===== src/rtl/cart_rom_fetch.sv =====
// Cartridge ROM fetch stage: turns each mapped CPU read into one SDRAM word request and holds WAIT until data returns.
// Optional one-word read cache is built when CART_FETCH_CACHE_EN is defined.
module cart_rom_fetch #(
    parameter logic [7:0] TIMEOUT = 8'd200
) (
    input  logic        clk,
    input  logic        reset,
    input  logic [24:0] rom_size,
    input  logic [24:0] mem_addr,
    input  logic        mem_oe,
    input  logic        rd,
    output logic [23:0] sdram_addr,
    output logic        sdram_req,
    input  logic        sdram_ack,
    input  logic [15:0] sdram_dout,
    output logic [7:0]  d_to_cpu,
    output logic        wait_n,
    output logic        busy
);

    typedef enum logic [1:0] {
        IDLE = 2'd0,
        REQ  = 2'd1,
        DONE = 2'd2
    } state_t;

    state_t      state_reg;
    logic        rd_sel;
    logic        rd_sel_q;
    logic        abort_reg;
    logic        addr_lsb_reg;
    logic [7:0]  timeout_cnt_reg;
    logic [7:0]  timeout_cnt_next;
    logic        start;
    logic        in_range;
    logic        hit;
    logic [7:0]  hit_byte;
    logic        needs_fetch;
    logic [7:0]  ack_byte;
    logic        abort_now;

    assign rd_sel    = mem_oe & rd;
    assign start     = rd_sel & ~rd_sel_q & (state_reg == IDLE);
    // rom_size == 0 makes this false for every address, so no special case is needed.
    assign in_range  = (mem_addr < rom_size);
    assign needs_fetch = in_range & ~hit;
    assign ack_byte  = addr_lsb_reg ? sdram_dout[15:8] : sdram_dout[7:0];
    assign abort_now = abort_reg | ~rd_sel;
    assign timeout_cnt_next = (timeout_cnt_reg == 8'hFF) ? timeout_cnt_reg : timeout_cnt_reg + 8'd1;

    // WAIT must drop in the very cycle the read starts, hence combinational.
    assign wait_n = ~((start & needs_fetch) | (state_reg == REQ));
    assign busy   = (state_reg == REQ);

`ifdef CART_FETCH_CACHE_EN
    logic [23:0] tag_reg;
    logic        valid_reg;
    logic [15:0] data_reg;
    logic [24:0] rom_size_q;

    assign hit      = valid_reg & (tag_reg == mem_addr[24:1]);
    assign hit_byte = mem_addr[0] ? data_reg[15:8] : data_reg[7:0];

    // A new image size means stale contents; invalidation wins over a same-cycle fill.
    always_ff @(posedge clk or posedge reset) begin
        if (reset) begin
            tag_reg    <= 24'd0;
            valid_reg  <= 1'b0;
            data_reg   <= 16'd0;
            rom_size_q <= 25'd0;
        end else begin
            rom_size_q <= rom_size;
            if (rom_size != rom_size_q) begin
                valid_reg <= 1'b0;
            end else if ((state_reg == REQ) && sdram_ack) begin
                valid_reg <= 1'b1;
                tag_reg   <= sdram_addr;
                data_reg  <= sdram_dout;
            end
        end
    end
`else
    assign hit      = 1'b0;
    assign hit_byte = 8'hFF;
`endif

    always_ff @(posedge clk or posedge reset) begin
        if (reset) begin
            state_reg       <= IDLE;
            rd_sel_q        <= 1'b0;
            abort_reg       <= 1'b0;
            addr_lsb_reg    <= 1'b0;
            timeout_cnt_reg <= 8'd0;
            sdram_req       <= 1'b0;
            sdram_addr      <= 24'd0;
            d_to_cpu        <= 8'hFF;
        end else begin
            rd_sel_q <= rd_sel;
            case (state_reg)
                IDLE: begin
                    if (start) begin
                        if (!in_range) begin
                            d_to_cpu  <= 8'hFF;
                            state_reg <= DONE;
                        end else if (hit) begin
                            d_to_cpu  <= hit_byte;
                            state_reg <= DONE;
                        end else begin
                            sdram_req       <= 1'b1;
                            sdram_addr      <= mem_addr[24:1];
                            addr_lsb_reg    <= mem_addr[0];
                            timeout_cnt_reg <= 8'd0;
                            abort_reg       <= 1'b0;
                            state_reg       <= REQ;
                        end
                    end
                end
                REQ: begin
                    if (!rd_sel) begin
                        abort_reg <= 1'b1;
                    end
                    if (sdram_ack) begin
                        sdram_req <= 1'b0;
                        if (abort_now) begin
                            state_reg <= IDLE;
                        end else begin
                            d_to_cpu  <= ack_byte;
                            state_reg <= DONE;
                        end
                    end else begin
                        timeout_cnt_reg <= timeout_cnt_next;
                        if (timeout_cnt_next >= TIMEOUT) begin
                            sdram_req <= 1'b0;
                            if (abort_now) begin
                                state_reg <= IDLE;
                            end else begin
                                d_to_cpu  <= 8'hFF;
                                state_reg <= DONE;
                            end
                        end
                    end
                end
                DONE: begin
                    if (!rd_sel) begin
                        state_reg <= IDLE;
                    end
                end
                default: begin
                    state_reg <= IDLE;
                end
            endcase
        end
    end

endmodule


===== config.mk =====
export PLATFORM = sky130hd
export DESIGN_NAME = cart_rom_fetch
export DESIGN_NICKNAME = d
export VERILOG_FILES = /design/src/rtl/cart_rom_fetch.sv
export SDC_FILE = /design/constraint.sdc
export NUM_CORES = 1
export LEC_CHECK = 0
export CORE_MARGIN = 2
export CORE_UTILIZATION = 48
export DETAILED_ROUTE_END_ITERATION = 7
export GPL_TIMING_DRIVEN = 0
export PLACE_DENSITY = 0.95
export RECOVER_POWER = 50
export SLEW_MARGIN = 20
export SYNTH_ARGS = -nofsm -noshare
export SYNTH_HDL_FRONTEND = slang
export SYNTH_SLANG_ARGS = --single-unit

===== constraint.sdc =====
create_clock -name clk -period 4.5 [get_ports clk]
set_input_delay 0.45 -clock clk [delete_from_list [all_inputs] [get_ports clk]]
set_output_delay 0.45 -clock clk [all_outputs]
set_load 0.005 [all_outputs]

==> metrics.yaml, run 1 <==
hold_buffers: 0
cts_num_sinks: 46
start_util_pct: 50.2
cts_tree: "done"
yosys.cell_types.count: 43
fin_area_sq_um: 4040
die_height_microns: 80.1
powerDensity_nw_per_um2: 360
postCtsSetupRepairBufs: 0
reg2reg_depth: 8
synth_seq_cells: 46
crit_type: "input port to primary output"
crit_path_end_kind: "primary output"
critical_path.max_stage_delay_ps: 500
outcome: "complete, but fails checks"
layout_commonest_cell: "clkdlybuf4s50_1"
grt_use_total_pct: 22.9
wl_per_cell_microns: 15.3
path_clk_slew_ps: 100
placed_cells: 439
hp-start: "sdram_addr[13]"
yosysTopAreaCell: "dfrtp_1"
drtIter0Drc: 54
setup-tns-final_ps: 0
crit_fanout: 2
fill_cells: 389
portBuffers: 105
synthesis.nets: 357
finalSetupViolCount: 0
largest_reg_flops: 24
placed_cell_area_sq_um: 3940
post_cts_resized: 0
drive_above_1_share_pct: 13.3
required_ps: 4050
synth-async-reset-ratio_pct: 100
core_sq_um: 5540
fp-row-count: 27
max_slew.worst_pin.slew_ps: 1770
vias: 2367
viasPerCell: 5.30
antennaDiodeCount: 0
antenna_found_initial: 0
r2r_slack_ps: 2050
leakagePower_nw: 1.80
grt_pass1_vias: 2545
cts_buffers: 5
violations: "max-capacitance violations, max-slew violations"
critPathTopFamily: "compound AO/OA/AOI/OAI gates"
slew_headroom_pct: -17.8
seq_area_frac_synth_pct: 41.8
wirelength_microns: 6820
hold_path_end: "sdram_addr[13]"
crit_chain: "clkdlybuf4s50_1 -> inv_1 -> ha_1 -> a21o_1 -> a31oi_1 -> o21ai_0 -> a21oi_1 -> o311ai_2 -> o21ai_0 -> nand2b_1 -> clkdlybuf4s50_1"
critPathArrivalTime_ps: 3030
ys.warnings.count: 0
fin_crit_sh_pct: 77.4
layout_common_cells: "clkdlybuf4s50_1, dfrtp_1, inv_1, nand2_1, ha_1"
crit_buf_inv: 3
finClkSkew_ps: 6.96
synthTopCellsByArea: "dfrtp_1, ha_1, dfstp_2, mux2_2, mux2_4"
die_w_microns: 80.1
rsz0062_at_grt: "false"
gp_congestion: 0.806
synth_area_sq_um: 2780
firstDrtPassIters: 4
drc: 0
drv_slew: 33
clockRootBuffer: "clkbuf_8"
gr-total-overflow: 0
clock_latency_ps: 310
crit_path_start_kind: "input port"
syn_avg_cell_area_sq_um: 10.7
fin_crit_ps: 3480
htree_num_levels: 2
drt.antenna.violating_nets: 0
synth_edf_count: 0
drv_cap: 1
clk_path_buf_depth: 2
holdCritPathClass: "flip-flop to flip-flop"
fin_total_pwr_w: 0.00146
grt_pass1_wl_microns: 11400
worstHoldPathCells: 1
netlist.area_leader.share_pct: 34.2
cpMaxStageDelayCell: "clkdlybuf4s50_1"
grt_max_degree: 33
utilization_pct: 72.9
io_pins: 106
dieArea_sq_um: 6420
syn_inst: 261
reg2reg_to: "d_to_cpu[1]"
final_nets: 470
fmax_mhz: 287
reg2reg_from: "timeout_cnt_reg[0]"
ir_drop_uv: 253
hold_violations: 0
ys.flop_type: "dfrtp_1"
final_cells: 447
syn_to_final_growth_pct: 45.4
dp_hpwl_microns: 5330
[worst max path at each step]
stage / start / to / slack [ps] / depth (start not counted)
final: rom_size[2] / wait_n / 1020 / 11
after detailed placement: rom_size[2] / addr_lsb_reg / 950 / 11
after floorplan: rom_size[14] / addr_lsb_reg / 1880 / 10
after global routing: rom_size[2] / wait_n / 800 / 11
after CTS: rom_size[2] / wait_n / 990 / 11
after global placement: rom_size[2] / sdram_addr[5] / 1100 / 11
[Yosys cell counts, types with 8 or more instances]
| cell | number |
|---|---|
| dfrtp_1 | 38 |
| inv_1 | 29 |
| nand2_1 | 26 |
| ha_1 | 25 |
| a21oi_1 | 15 |
| mux2_2 | 14 |
| mux2_4 | 10 |
| mux2_1 | 9 |
| dfstp_2 | 8 |
| mux2i_1 | 8 |
| nor2_1 | 8 |
| o21ai_0 | 8 |
[final cells by class]
| type | count | area [sq um] | area share [%] |
|---|---|---|---|
| Buffer | 9 | 50.0 | 1.24 |
| Clock buffer | 5 | 68.8 | 1.70 |
| Clock inverter | 3 | 47.5 | 1.18 |
| Inverter | 29 | 109 | 2.69 |
| Multi-Input combinational cell | 177 | 1460 | 36.1 |
| Sequential cell | 46 | 1160 | 28.7 |
| Tap cell | 72 | 90.1 | 2.23 |
| Timing Repair Buffer | 106 | 1050 | 26.1 |
[kinds of logic (layout without fill, tap and decap cells)]
group / Yosys count / count (layout) / synth area share [%]
simple gates: 67 / 67 / 12.5
flops: 46 / 46 / 41.8
compound gates: 42 / 42 / 10.6
mux: 41 / 41 / 17.6
buf+inv: 38 / 152 / 5.72
fa+ha+maj: 25 / 25 / 11.3
xor+xnor: 2 / 2 / 0.630
[stage by stage]
| stage | worst slack, ps | hold WS [ps] |
|---|---|---|
| after detailed placement | 954 | 475 |
| after CTS | 990 | 427 |
| after global routing | 801 | 525 |
| after floorplan | 1880 | 476 |
| final | 1020 | 488 |
| after global placement | 1100 | 468 |
[routing by layer]
layer	wire (microns)	part of all wire [%]	up-vias	global-route usage [%]
li1	-	-	1139	-
met1	2620	38	1115	24.8
met2	3460	51	95	41.1
met3	576	8.4	18	7.87
met4	163	2.4	0	8.14
met5	0	0	-	0
[report_power, final]
part | switching (W) | internal, W | total, W
registers | 0.0000641 | 0.000535 | 0.000599
logic | 0.000185 | 0.000341 | 0.000526
clock network | 0.000161 | 0.000170 | 0.000331
total | 0.000410 | 0.00105 | 0.00146
No activity file was read; power rests on OpenSTA's default activity.
==> run 2, diff against run 1 <==
--- a/config.mk
+++ b/config.mk
@@ -6,10 +6,10 @@
 export NUM_CORES = 1
 export LEC_CHECK = 0
 export CORE_MARGIN = 2
-export CORE_UTILIZATION = 48
+export CORE_UTILIZATION = 44
 export DETAILED_ROUTE_END_ITERATION = 7
 export GPL_TIMING_DRIVEN = 0
-export PLACE_DENSITY = 0.95
+export PLACE_DENSITY = 0.92
 export RECOVER_POWER = 50
 export SLEW_MARGIN = 20
 export SYNTH_ARGS = -nofsm -noshare
==> constraint.sdc (replaced) <==
create_clock -name clk -period 3.4 [get_ports clk]
set_input_delay 0.34 -clock clk [delete_from_list [all_inputs] [get_ports clk]]
set_output_delay 0.34 -clock clk [all_outputs]
set_load 0.005 [all_outputs]
==> run 2 against run 1 <==
  * Flip-flop and latch count unchanged
  * Clock skew grew 1.8 ps
  * The run still ends with max-capacitance violations, max-slew violations left
  * Final area decreased by 0.71%
  * Sequential share of layout area up 0.21 points
==> metrics.yaml, run 2 (synthesis gave the netlist of run 1 again) <==
max_slew.worst_pin.slew_ps: 1590  # -172 ps
finalSetupViolCount: 0  # unchanged
cts_buffers: 5  # unchanged
hold_violations: 0  # unchanged
violations: "max-capacitance violations, max-slew violations"
firstDrtPassIters: 4  # unchanged
rsz0062_at_grt: "false"
start_util_pct: 46.1  # -4.0 points
clock_latency_ps: 300  # about the same
leakagePower_nw: 1.78  # -1.1%
layout_common_cells: "clkdlybuf4s50_1, dfrtp_1, inv_1, nand2_1, ha_1"
wl_per_cell_microns: 14.6  # -4.5%
ir_drop_uv: 310  # +23%
htree_num_levels: 2  # unchanged
dp_hpwl_microns: 5160  # -3.2%
r2r_slack_ps: 990  # -1060 ps
critical_path.max_stage_delay_ps: 520  # +20 ps
gr-total-overflow: 0  # unchanged
crit_path_start_kind: "input port"
use_met1_pct: 23.8  # -1.0 points
critPathTopFamily: "compound AO/OA/AOI/OAI gates"
grt-busiest-layer: "met2"
grt_use_total_pct: 19.6  # -3.3 points
finClkSkew_ps: 8.76  # +1.81 ps
grt_max_degree: 31  # -6.1%
placed_cells: 442  # +0.68%
syn_to_final_growth_pct: 44.3
utilization_pct: 66.6  # -6.4 points
fin_crit_ps: 3080
path_clk_slew_ps: 80  # -20 ps
crit_chain: "clkdlybuf4s50_1 -> inv_1 -> ha_1 -> a21o_1 -> a31oi_1 -> o21ai_0 -> a21oi_1 -> o311ai_2 -> o21ai_0 -> nand2b_1 -> clkdlybuf4s50_1"
viasPerCell: 5.24  # -1.0%
hold_buffers: 0  # unchanged
clk_path_buf_depth: 2  # unchanged
crit_type: "input port to primary output"
core_sq_um: 6030  # +8.8%
holdCritPathClass: "flip-flop to flip-flop"
crit_path_end_kind: "primary output"
postCtsSetupRepairBufs: 0  # unchanged
final_cells: 450  # +0.67%
fp-row-count: 28  # +3.7%
slew_headroom_pct: -6.30  # +11 points
drt.antenna.violating_nets: 0  # unchanged
cts_num_sinks: 46  # unchanged
setup-tns-final_ps: 0  # unchanged
critPathArrivalTime_ps: 2740  # -290 ps
cpMaxStageDelayCell: "clkdlybuf4s50_1"
die_w_microns: 83.5  # +4.2%
drtIter0Drc: 182  # +240%
layout_commonest_cell: "clkdlybuf4s50_1"
required_ps: 3060  # -990 ps
powerDensity_nw_per_um2: 453  # +26%
dieArea_sq_um: 6970  # +8.6%
crit_buf_inv: 3  # unchanged
finalWorstSetupSlack_ps: 317  # -701 ps
fill_cells: 467  # +20%
antennaDiodeCount: 0  # unchanged
drive_above_1_share_pct: 12.8  # -0.53 points
io_pins: 106  # unchanged
antenna_found_initial: 0  # unchanged
grt_util_met2_pct: 33.5  # -7.6 points
drc: 0  # unchanged
outcome: "complete, but fails checks"
crit_fanout: 2  # unchanged
fmax_mhz: 324
post_cts_resized: 0  # unchanged
vias: 2358  # -0.38%
grt_pass1_wl_microns: 11100  # -3.2%
drv_slew: 31  # -6.1%
wirelength_microns: 6560  # -3.9%
drv_cap: 1  # unchanged
clockRootBuffer: "clkbuf_8"
portBuffers: 105  # unchanged
final_nets: 470  # unchanged
cts_tree: "done"
largest_reg_flops: 24  # unchanged
fin_crit_sh_pct: 90.7
pre_cts_ws_ps: 93.6  # -860 ps
gp_congestion: 0.863  # +7.1%
grt_use_met3_pct: 5.64  # -2.2 points
grt_pass1_vias: 2456  # -3.5%
die_height_microns: 83.5  # +4.2%
fin_total_pwr_w: 0.00182  # +25%
-- run 2: through the flow --
step | hold WS (ps) | cell area, sq um
2_1_floorplan | 475 | 2780
3_3_place_gp | 469 | 3930
3_5_place_dp | 474 | 3950
4_1_cts | 342 | 4030
5_1_grt | 502 | 4010
6_report | 486 | 4010
-- run 2: layout make-up --
class,count,area (sq um),area share (%)
multi-input combinational,177,1460,36.4
sequential,46,1160,28.9
timing repair buffer,106,1050,26.3
inverter,29,109,2.71
tap,75,93.8,2.34
clock buffer,7,76.3,1.90
buffer,9,50.0,1.25
clock inverter,1,7.51,0.187
-- run 2: final timing paths --
check | from | endpoint | cells after the start
max in group asynchronous | reset | timeout_cnt_reg[5] | 3
max reg2reg | timeout_cnt_reg[0] | d_to_cpu[5] | 8
min in group asynchronous | reset | addr_lsb_reg | 2
max | rom_size[2] | wait_n | 11
min | sdram_addr[14] | sdram_addr[14] | 1
min reg2reg | sdram_addr[14] | sdram_addr[14] | 1
-- run 2: layer usage --
layer | vias to the layer above | wire (microns)
met4 | 0 | 108
met1 | 1111 | 2790
met5 | - | 0
met2 | 92 | 3190
li1 | 1145 | -
met3 | 10 | 472
-- run 2: report_power, final --
| group | internal, W | switching (W) |
|---|---|---|
| Combinational | 0.000452 | 0.000243 |
| Sequential | 0.000708 | 0.0000780 |
| Clock | 0.000146 | 0.000189 |
| Total | 0.00131 | 0.000510 |
==> run 3, diff against run 2 <==
--- a/config.mk
+++ b/config.mk
@@ -7,6 +7,7 @@
 export LEC_CHECK = 0
 export CORE_MARGIN = 2
 export CORE_UTILIZATION = 44
+export CTS_CLUSTER_SIZE = 40
 export DETAILED_ROUTE_END_ITERATION = 7
 export GPL_TIMING_DRIVEN = 0
 export PLACE_DENSITY = 0.92
==> constraint.sdc (replaced) <==
create_clock -name clk -period 3.3 [get_ports clk]
set_input_delay 0.33 -clock clk [delete_from_list [all_inputs] [get_ports clk]]
set_output_delay 0.33 -clock clk [all_outputs]
set_load 0.005 [all_outputs]
==> results of run 3 <==
Same layout as run 2 (identical final DEF). Status: complete, but fails checks: max-capacitance violations, max-slew violations.
Main changes from that run: setup slack after placement 93.6 ps -> 3.60 ps; setup slack after layout 317 ps -> 237 ps; register-to-register setup slack 990 ps -> 890 ps; total power 0.00182 W -> 0.00187 W; worst IR drop on VDD 310 uV -> 320 uV
